### config.mk
export PLATFORM = sky130hd
export DESIGN_NAME = uart_rx_flat
export DESIGN_NICKNAME = d
export VERILOG_FILES = /design/src/rtl/uart_rx_if.sv /design/src/rtl/uart_rx.sv /design/src/flat_wrapper.sv
export SDC_FILE = /design/constraint.sdc
export NUM_CORES = 1
export LEC_CHECK = 0
export BUFFER_PORTS_ARGS = -buffer_cell sky130_fd_sc_hd__buf_2
export CAP_MARGIN = 5
export CELL_PAD_IN_SITES_DETAIL_PLACEMENT = 1
export CELL_PAD_IN_SITES_GLOBAL_PLACEMENT = 1
export CORE_ASPECT_RATIO = 0.9
export CORE_MARGIN = 1.5
export CORE_UTILIZATION = 39
export CTS_BUF_LIST = sky130_fd_sc_hd__clkbuf_4 sky130_fd_sc_hd__clkbuf_8 sky130_fd_sc_hd__clkbuf_16
export DETAILED_ROUTE_END_ITERATION = 16
export PLACE_DENSITY = 0.73
export SYNTH_ARGS = -nofsm -noshare
export SYNTH_HDL_FRONTEND = slang
export SYNTH_SLANG_ARGS = --single-unit
### constraint.sdc
create_clock -name clk -period 2.7 [get_ports clk]
set_input_delay 0.27 -clock clk [delete_from_list [all_inputs] [get_ports clk]]
set_output_delay 0.27 -clock clk [all_outputs]
set_load 0.005 [all_outputs]
### src/rtl/uart_rx_if.sv
// Receiver-side bundle of the 8N1 UART: serial input, consumer acknowledge and
// the received byte with its status flags.
interface uart_rx_if;
    logic       RX;
    logic       clr_rdy;
    logic [7:0] rx_data;
    logic       rdy;
    logic       frm_err;
    logic       busy;

    modport master (
        output RX,
        output clr_rdy,
        input  rx_data,
        input  rdy,
        input  frm_err,
        input  busy
    );

    modport slave (
        input  RX,
        input  clr_rdy,
        output rx_data,
        output rdy,
        output frm_err,
        output busy
    );
endinterface

### src/rtl/uart_rx.sv
// 8N1 UART receiver: two-flop RX synchronizer, mid-bit sampling driven by a
// down-counting baud timer, sticky ready flag cleared by the consumer.
module uart_rx #(
    parameter int BAUD_DIV = 2604,
    parameter int HALF_DIV = BAUD_DIV >> 1
) (
    input  logic     clk,
    input  logic     rst,
    uart_rx_if.slave bus
);
    typedef enum logic [1:0] {IDLE, START, DATA, STOP} state_t;

    localparam logic [11:0] BAUD_LOAD = 12'(BAUD_DIV);
    localparam logic [11:0] HALF_LOAD = 12'(HALF_DIV);

    state_t      state_q, state_d;
    logic        rx_ff1_q, rx_ff1_d;
    logic        rx_ff2_q, rx_ff2_d;
    logic [11:0] baud_cnt_q, baud_cnt_d;
    logic [3:0]  bit_cnt_q, bit_cnt_d;
    logic [7:0]  sr_q, sr_d;
    logic [7:0]  rx_data_q, rx_data_d;
    logic        rdy_q, rdy_d;
    logic        frm_err_q, frm_err_d;
    logic        busy_q, busy_d;
    logic        shift;

    assign shift = (baud_cnt_q == 12'd0) && (state_q != IDLE);

    always_comb begin
        state_d    = state_q;
        rx_ff1_d   = bus.RX;
        rx_ff2_d   = rx_ff1_q;
        baud_cnt_d = baud_cnt_q;
        bit_cnt_d  = bit_cnt_q;
        sr_d       = sr_q;
        rx_data_d  = rx_data_q;
        frm_err_d  = frm_err_q;
        rdy_d      = rdy_q;

        // Consumer ack has the lowest priority; the stop sample below overrides it.
        if (bus.clr_rdy) begin
            rdy_d = 1'b0;
        end

        unique case (state_q)
            IDLE: begin
                if (!rx_ff2_q) begin
                    state_d    = START;
                    baud_cnt_d = HALF_LOAD;
                    rdy_d      = 1'b0;
                    frm_err_d  = 1'b0;
                end
            end
            START: begin
                if (shift) begin
                    baud_cnt_d = BAUD_LOAD;
                    if (rx_ff2_q) begin
                        state_d = IDLE;
                    end else begin
                        state_d   = DATA;
                        bit_cnt_d = 4'd0;
                    end
                end else begin
                    baud_cnt_d = baud_cnt_q - 12'd1;
                end
            end
            DATA: begin
                if (shift) begin
                    sr_d       = {rx_ff2_q, sr_q[7:1]};
                    bit_cnt_d  = bit_cnt_q + 4'd1;
                    baud_cnt_d = BAUD_LOAD;
                    if (bit_cnt_q == 4'd7) begin
                        state_d = STOP;
                    end
                end else begin
                    baud_cnt_d = baud_cnt_q - 12'd1;
                end
            end
            STOP: begin
                if (shift) begin
                    rx_data_d  = sr_q;
                    rdy_d      = 1'b1;
                    frm_err_d  = ~rx_ff2_q;
                    baud_cnt_d = BAUD_LOAD;
                    state_d    = IDLE;
                end else begin
                    baud_cnt_d = baud_cnt_q - 12'd1;
                end
            end
            default: state_d = IDLE;
        endcase

        busy_d = (state_d != IDLE);
    end

    always_ff @(posedge clk) begin
        if (rst) begin
            state_q    <= IDLE;
            rx_ff1_q   <= 1'b1;
            rx_ff2_q   <= 1'b1;
            baud_cnt_q <= BAUD_LOAD;
            bit_cnt_q  <= 4'd0;
            sr_q       <= 8'h00;
            rx_data_q  <= 8'h00;
            rdy_q      <= 1'b0;
            frm_err_q  <= 1'b0;
            busy_q     <= 1'b0;
        end else begin
            state_q    <= state_d;
            rx_ff1_q   <= rx_ff1_d;
            rx_ff2_q   <= rx_ff2_d;
            baud_cnt_q <= baud_cnt_d;
            bit_cnt_q  <= bit_cnt_d;
            sr_q       <= sr_d;
            rx_data_q  <= rx_data_d;
            rdy_q      <= rdy_d;
            frm_err_q  <= frm_err_d;
            busy_q     <= busy_d;
        end
    end

    assign bus.rx_data = rx_data_q;
    assign bus.rdy     = rdy_q;
    assign bus.frm_err = frm_err_q;
    assign bus.busy    = busy_q;
endmodule
### src/flat_wrapper.sv
// flat-port wrapper written by rule: the top's interface ports become plain ports
module uart_rx_flat 
#(
    parameter int BAUD_DIV = 2604,
    parameter int HALF_DIV = BAUD_DIV >> 1
)
  (clk, rst, bus_RX, bus_clr_rdy, bus_rx_data, bus_rdy, bus_frm_err, bus_busy);
  uart_rx_if bus_i ();
  input  logic clk;
  input  logic rst;
  input wire logic [$bits(bus_i.RX)-1:0] bus_RX;
  input wire logic [$bits(bus_i.clr_rdy)-1:0] bus_clr_rdy;
  output wire logic [$bits(bus_i.rx_data)-1:0] bus_rx_data;
  output wire logic [$bits(bus_i.rdy)-1:0] bus_rdy;
  output wire logic [$bits(bus_i.frm_err)-1:0] bus_frm_err;
  output wire logic [$bits(bus_i.busy)-1:0] bus_busy;
  assign bus_i.RX = bus_RX;
  assign bus_i.clr_rdy = bus_clr_rdy;
  assign bus_rx_data = bus_i.rx_data;
  assign bus_rdy = bus_i.rdy;
  assign bus_frm_err = bus_i.frm_err;
  assign bus_busy = bus_i.busy;
  uart_rx #(.BAUD_DIV(BAUD_DIV), .HALF_DIV(HALF_DIV)) u_core (.clk(clk), .rst(rst), .bus(bus_i));
endmodule
-- Word-level counts from Yosys, hierarchy flattened
Index checks and enable logic that the tools add are counted.
Widths: inputs -> output; s select.
- reductions and logical operators: 12
- multiply operators: 0
- div/mod/pow operators: 0
- equality and inequality tests: 9
- muxes and demuxes: 21
- magnitude comparators: 0
- $add $sub $neg: 2
- bitwise operators: 1
- shift operators: 0
- operators with widths (cell ; count):
    $mux 12 ; 2
    $pmux 12 s2 ; 1
    $logic_not 12->1 ; 1
    $mux 2 ; 6
    $mux 4 ; 3
    $sub 12x1->12 const B ; 1
    $pmux 2 s4 ; 1
    $pmux 4 s2 ; 1
    $reduce_bool 2->1 ; 4
    $ne 2x1->1 const B ; 3
    $mux 1 ; 5
    $add 4x1->4 const B ; 1
    $eq 2x2->1 const B ; 2
    $eq 4x3->1 const B ; 1
    $ne 2x2->1 const B ; 2
    $pmux 1 s2 ; 2
    $reduce_and 2->1 ; 2
    $reduce_and 4->1 ; 1
    $reduce_and 3->1 ; 1
    $reduce_or 3->1 ; 1
    $eq 2x1->1 const B ; 1
    $logic_not 2->1 ; 1
    $logic_and 1x1->1 ; 1
    $not 1->1 ; 1
- ROM bits: 0
- bits in latches: 0
- memory bits (writable): 0
- flip-flop bits (word level): 39
- memories: 0
- word-level logic and storage cells: 55
- output and inout port bits: 11
- input bits: 4

-- Logic depth before layout (Yosys ltp)
- depth after elaboration: 5
- depth in mapped cells: 9
- mapped depth without buffers: 6

-- Least setup slack after synthesis
OpenSTA, ideal clock, no wires.
- path type: register to register
- from: register u_core.state_q[0]
- to: register u_core.bit_cnt_q[2]
- clock period less this slack: 2496 ps
- setup time: 70 ps
- slack: 204 ps
- data required time: 2630 ps
- path buffers: 2
- arrival time: 2426 ps
- stages on the path, launching flop included: 9
- path through: dfxtp_1 > inv_1 > ha_1 > or4b_1 > clkbuf_1 > or4_1 > clkbuf_2 > or4_1 > a21oi_1
- word-level cells in the longest chain between the ends: 4
- elaborated cells between the ends (all ways): 10
- those cells by class: 5 x eq/ne; 1 x mux; 4 x reduce/logical
- RTL lines (item ; line ; source):
    start, declared ; uart_rx.sv:16 ; state_t state_q, state_d;
    start signal, assigned ; uart_rx.sv:110 ; state_q <= state_d;
    $reduce_bool 2->1 ; uart_rx.sv:28 ; assign shift = (baud_cnt_q == 12'd0) && (state_q != IDLE);
    $logic_and 1x1->1 ; uart_rx.sv:28 ;
    $ne 2x1->1 (no source line) ; - ;
    $reduce_and 4->1 (no source line) ; - ;
    end signal, assigned ; uart_rx.sv:114 ; bit_cnt_q <= bit_cnt_d;
    end, declared ; uart_rx.sv:20 ; logic [3:0] bit_cnt_q, bit_cnt_d;
Parallel ways exist; a longest one is shown, timed or not.
A chain may end at the register's enable or synchronous reset.

-- Worst setup path after layout
- from: register u_core.state_q[0]
- to: register u_core.bit_cnt_q[3]
Same word-level chain as after synthesis.

==> summary.md <==
| Metric | Value |
|---|---|
| Iteration count of the initial detailed-routing pass | 4 |
| Post-DP Area | 0.001978 mm^2 |
| Clock Skew | 0.01272 ns |
| Leakage | 0.7716 nW |
| HP Class | in2reg |
| DRC | 0 |
| Initial antenna violation count | 0 |
| Mapped Cells | 227 |
| Worst-path clk slew | 0.09 ns |
| DIE AREA | 0.005104 mm^2 |
| Total negative slack | 0 ns |
| Synth Flop Type | dfxtp_1 |
| Min Tclk post-route | 2.470 ns |
| Yosys reg bits | 39 |
| Core Util, Final | 46.04% |
| Clock buffer depth | 2 |
| Post-route cell area | 0.002067 mm^2 |
| Final HPWL DP | 3.158 mm |
| Clock power frac | 35.1% |
| Register area | 780.7 um^2 |
| Final wirelength | 4.727 mm |
| Clk root buf | clkbuf_8 |
| Sequential share of power | 54.1% |
| Power per cell area | 555.3 mW/mm^2 |
| Placer Congestion | 0.8043 |
| CTS tree | done |
| GRT Util Overall | 20.19% |
| Vias in the first global route | 1,612 |
| CTS Buf Count | 5 |
| Layout cells sized above 1 | 15.35% |
| Final setup fails | 0 |
| Worst-Margin Slew | 0.7118 ns |
| Switching Share | 28.15% |
| CP Max Fanout | 22 |
| H-tree depth | 2 |
| Starting Density | 40.69% |
| Number of synthesized flops with an enable pin | 0 |
| WHS | 0.1571 ns |
| P&R area growth vs syn | 13.15% |
| Slew Limit Headroom | 52.55% |
| Ports | 15 |
| Worst EP arrival | 2.63 ns |
| I/O Buffers | 14 |
| Filler cells | 572 |
| Hold path start | bus_RX |
| Critical path endpoint category | flop |
| Crit Path Category | reg2reg |
| Ys Warns | 0 |
| Period utilization | 91.48% |
| Switching power | 0.3231 mW |
| RSZ-0062 raised after global routing | false |
| Critical Path Start Type | flop |
| Syn Area/Cell | 8.047 um^2 |
| Final Hold Vio Count | 0 |
| Setup crit start | u_core.state_q[0]$_SDFF_PP0_ |
| Via density | 5.647 |
| Gate power share | 10.8% |
| Register area share after synthesis | 42.74% |
| Area of the mapped netlist | 0.001827 mm^2 |
| Ant diodes | 0 |
| DR WL/cell | 15.60 um |
| VDD IR max | 0.0003156 V |
| Worst EP required | 2.86 ns |
| Worst r2r src | u_core.state_q[0]$_SDFF_PP0_ |
| Core region area | 0.004489 mm^2 |
| Chip Height | 67.93 um |
| Pins Over Slew Limit | 0 |
| Post-route ant nets | 0 |
| Status | finished, final reports clean |
| Initial DRC count | 148 |
| Fin nets | 250 |
| Hold Buf Count CTS | 0 |
| Internal | 0.8246 mW |
| Routed via count | 1,711 |
| Netlist cell types | 41 |
| Syn nets | 237 |
| Multi-input gate area | 952.2 um^2 |
| Max Freq | 0.4049 GHz |
| Post-CTS setup buffer count | 0 |
| Die span in x | 75.14 um |
| Max cap viols | 0 |
| Worst-Skew Late Latency | 0.30 ns |
| TritonCTS Sinks | 39 |
| Largest net degree at the start of global routing | 39 |
| GR Overflow Total | 0 |
| First-pass GRT wire length | 7.845 mm |
| Share of synthesized flip-flops with an asynchronous set or reset | 0% |
| Rows | 23 |
| CTS resizes | 0 |
==> worst max-delay path: stages, from the launching register on <==
cell and delay (ns):
dfxtp_1 0.42, inv_1 0.09, ha_1 0.22, or4b_1 0.49, or4_1 0.51, buf_4 0.26, o31ai_1 0.26, a21oi_1 0.09
==> cell usage in the layout (no fill, tap or decap), drive strengths merged, types with 2 or more instances in the layout <==
master / n
a21oi: 28
a31o: 2
a31oi: 4
buf: 22
clkbuf: 5
clkinvlp: 2
dfxtp: 39
ha: 6
inv: 10
mux2i: 2
nand2: 11
nand3: 20
nand4: 3
nor2: 15
nor3: 3
nor4: 3
o21a: 2
o21ai: 29
o31ai: 2
or2: 2
or3: 5
or4: 6
or4b: 2
==> worst paths after layout <==
path	endpoint	slack, ns	cells after the start
setup / recovery	u_core.bit_cnt_q[3]$_SDFFE_PP0P_	0.23	7
hold / removal	u_core.rx_ff1_q$_SDFF_PP1_	0.16	2
setup reg to reg	u_core.bit_cnt_q[3]$_SDFFE_PP0P_	0.23	7
hold reg to reg	u_core.rx_ff2_q$_SDFF_PP1_	0.44	1
==> through the flow <==
| step | total power [mW] | std cells | setup slack, ns |
|---|---|---|---|
| finish | 1.148 | 303 | 0.2301 |
| global placement | 0.7563 | 295 | 0.3435 |
| CTS | 1.168 | 303 | 0.2463 |
| global route | 1.207 | 303 | 0.1439 |
| floorplan | 0.7155 | 227 | 0.2041 |
| detailed placement | 0.7576 | 295 | 0.2593 |
==> cells in the mapped netlist (4+ instances only) <==
library cell | instances | area (um^2)
a31oi_1 | 4 | 25.02
nand2_1 | 11 | 41.29
dfxtp_1 | 39 | 780.8
nor2_1 | 15 | 56.30
clkbuf_1 | 13 | 48.80
or4_1 | 6 | 45.04
nand3_1 | 20 | 100.1
inv_1 | 10 | 37.54
o21ai_0 | 29 | 145.1
ha_1 | 6 | 75.07
or3_1 | 5 | 31.28
a21oi_1 | 28 | 140.1
==> layout make-up <==
class | count | share of cell area [%]
inverters | 10 | 1.816
clock buffers | 5 | 3.329
flip-flops and latches | 39 | 37.77
well taps | 62 | 3.753
multi-input cells | 162 | 46.07
repair buffers | 22 | 6.295
clock inverters | 3 | 0.9685
==> metal layers <==
| layer | GRT usage (%) | routed length [um] |
|---|---|---|
| met5 | 0 | 0 |
| met1 | 28.73 | 2499 |
| met4 | 6.473 | 29 |
| met2 | 29.87 | 2103 |
| met3 | 5.007 | 95 |
==> power groups by stage <==
stage | Clock [mW] | Combinational (mW) | Sequential [mW]
after global routing | 0.443 | 0.140 | 0.624
after detailed placement | 0 | 0.123 | 0.634
after global placement | 0 | 0.123 | 0.634
after CTS | 0.423 | 0.124 | 0.621
after floorplan | 0 | 0.0886 | 0.627
final | 0.403 | 0.124 | 0.621
==> cell families (layout without fill, tap and decap cells) <==
group | count (synthesis) | after routing | synth area share (%)
mux | 2 | 2 | 1.096
simple gates | 78 | 78 | 22.88
compound gates | 75 | 75 | 23.22
xor+xnor | 1 | 1 | 0.4795
flops | 39 | 39 | 42.74
fa+ha+maj | 6 | 6 | 4.109
buf+inv | 26 | 40 | 5.480
==> registers in the layout, summed over array words and instances (netlist names) <==
name	cells
u_core.bit_cnt_q	4
u_core.bus.rx_data	8
u_core.sr_q	8
u_core.bus.busy	1
u_core.state_q	2
u_core.rx_ff1_q	1
u_core.baud_cnt_q	12
u_core.rx_ff2_q	1
u_core.bus.rdy	1
u_core.bus.frm_err	1
Power figures use the tool's default switching activity.
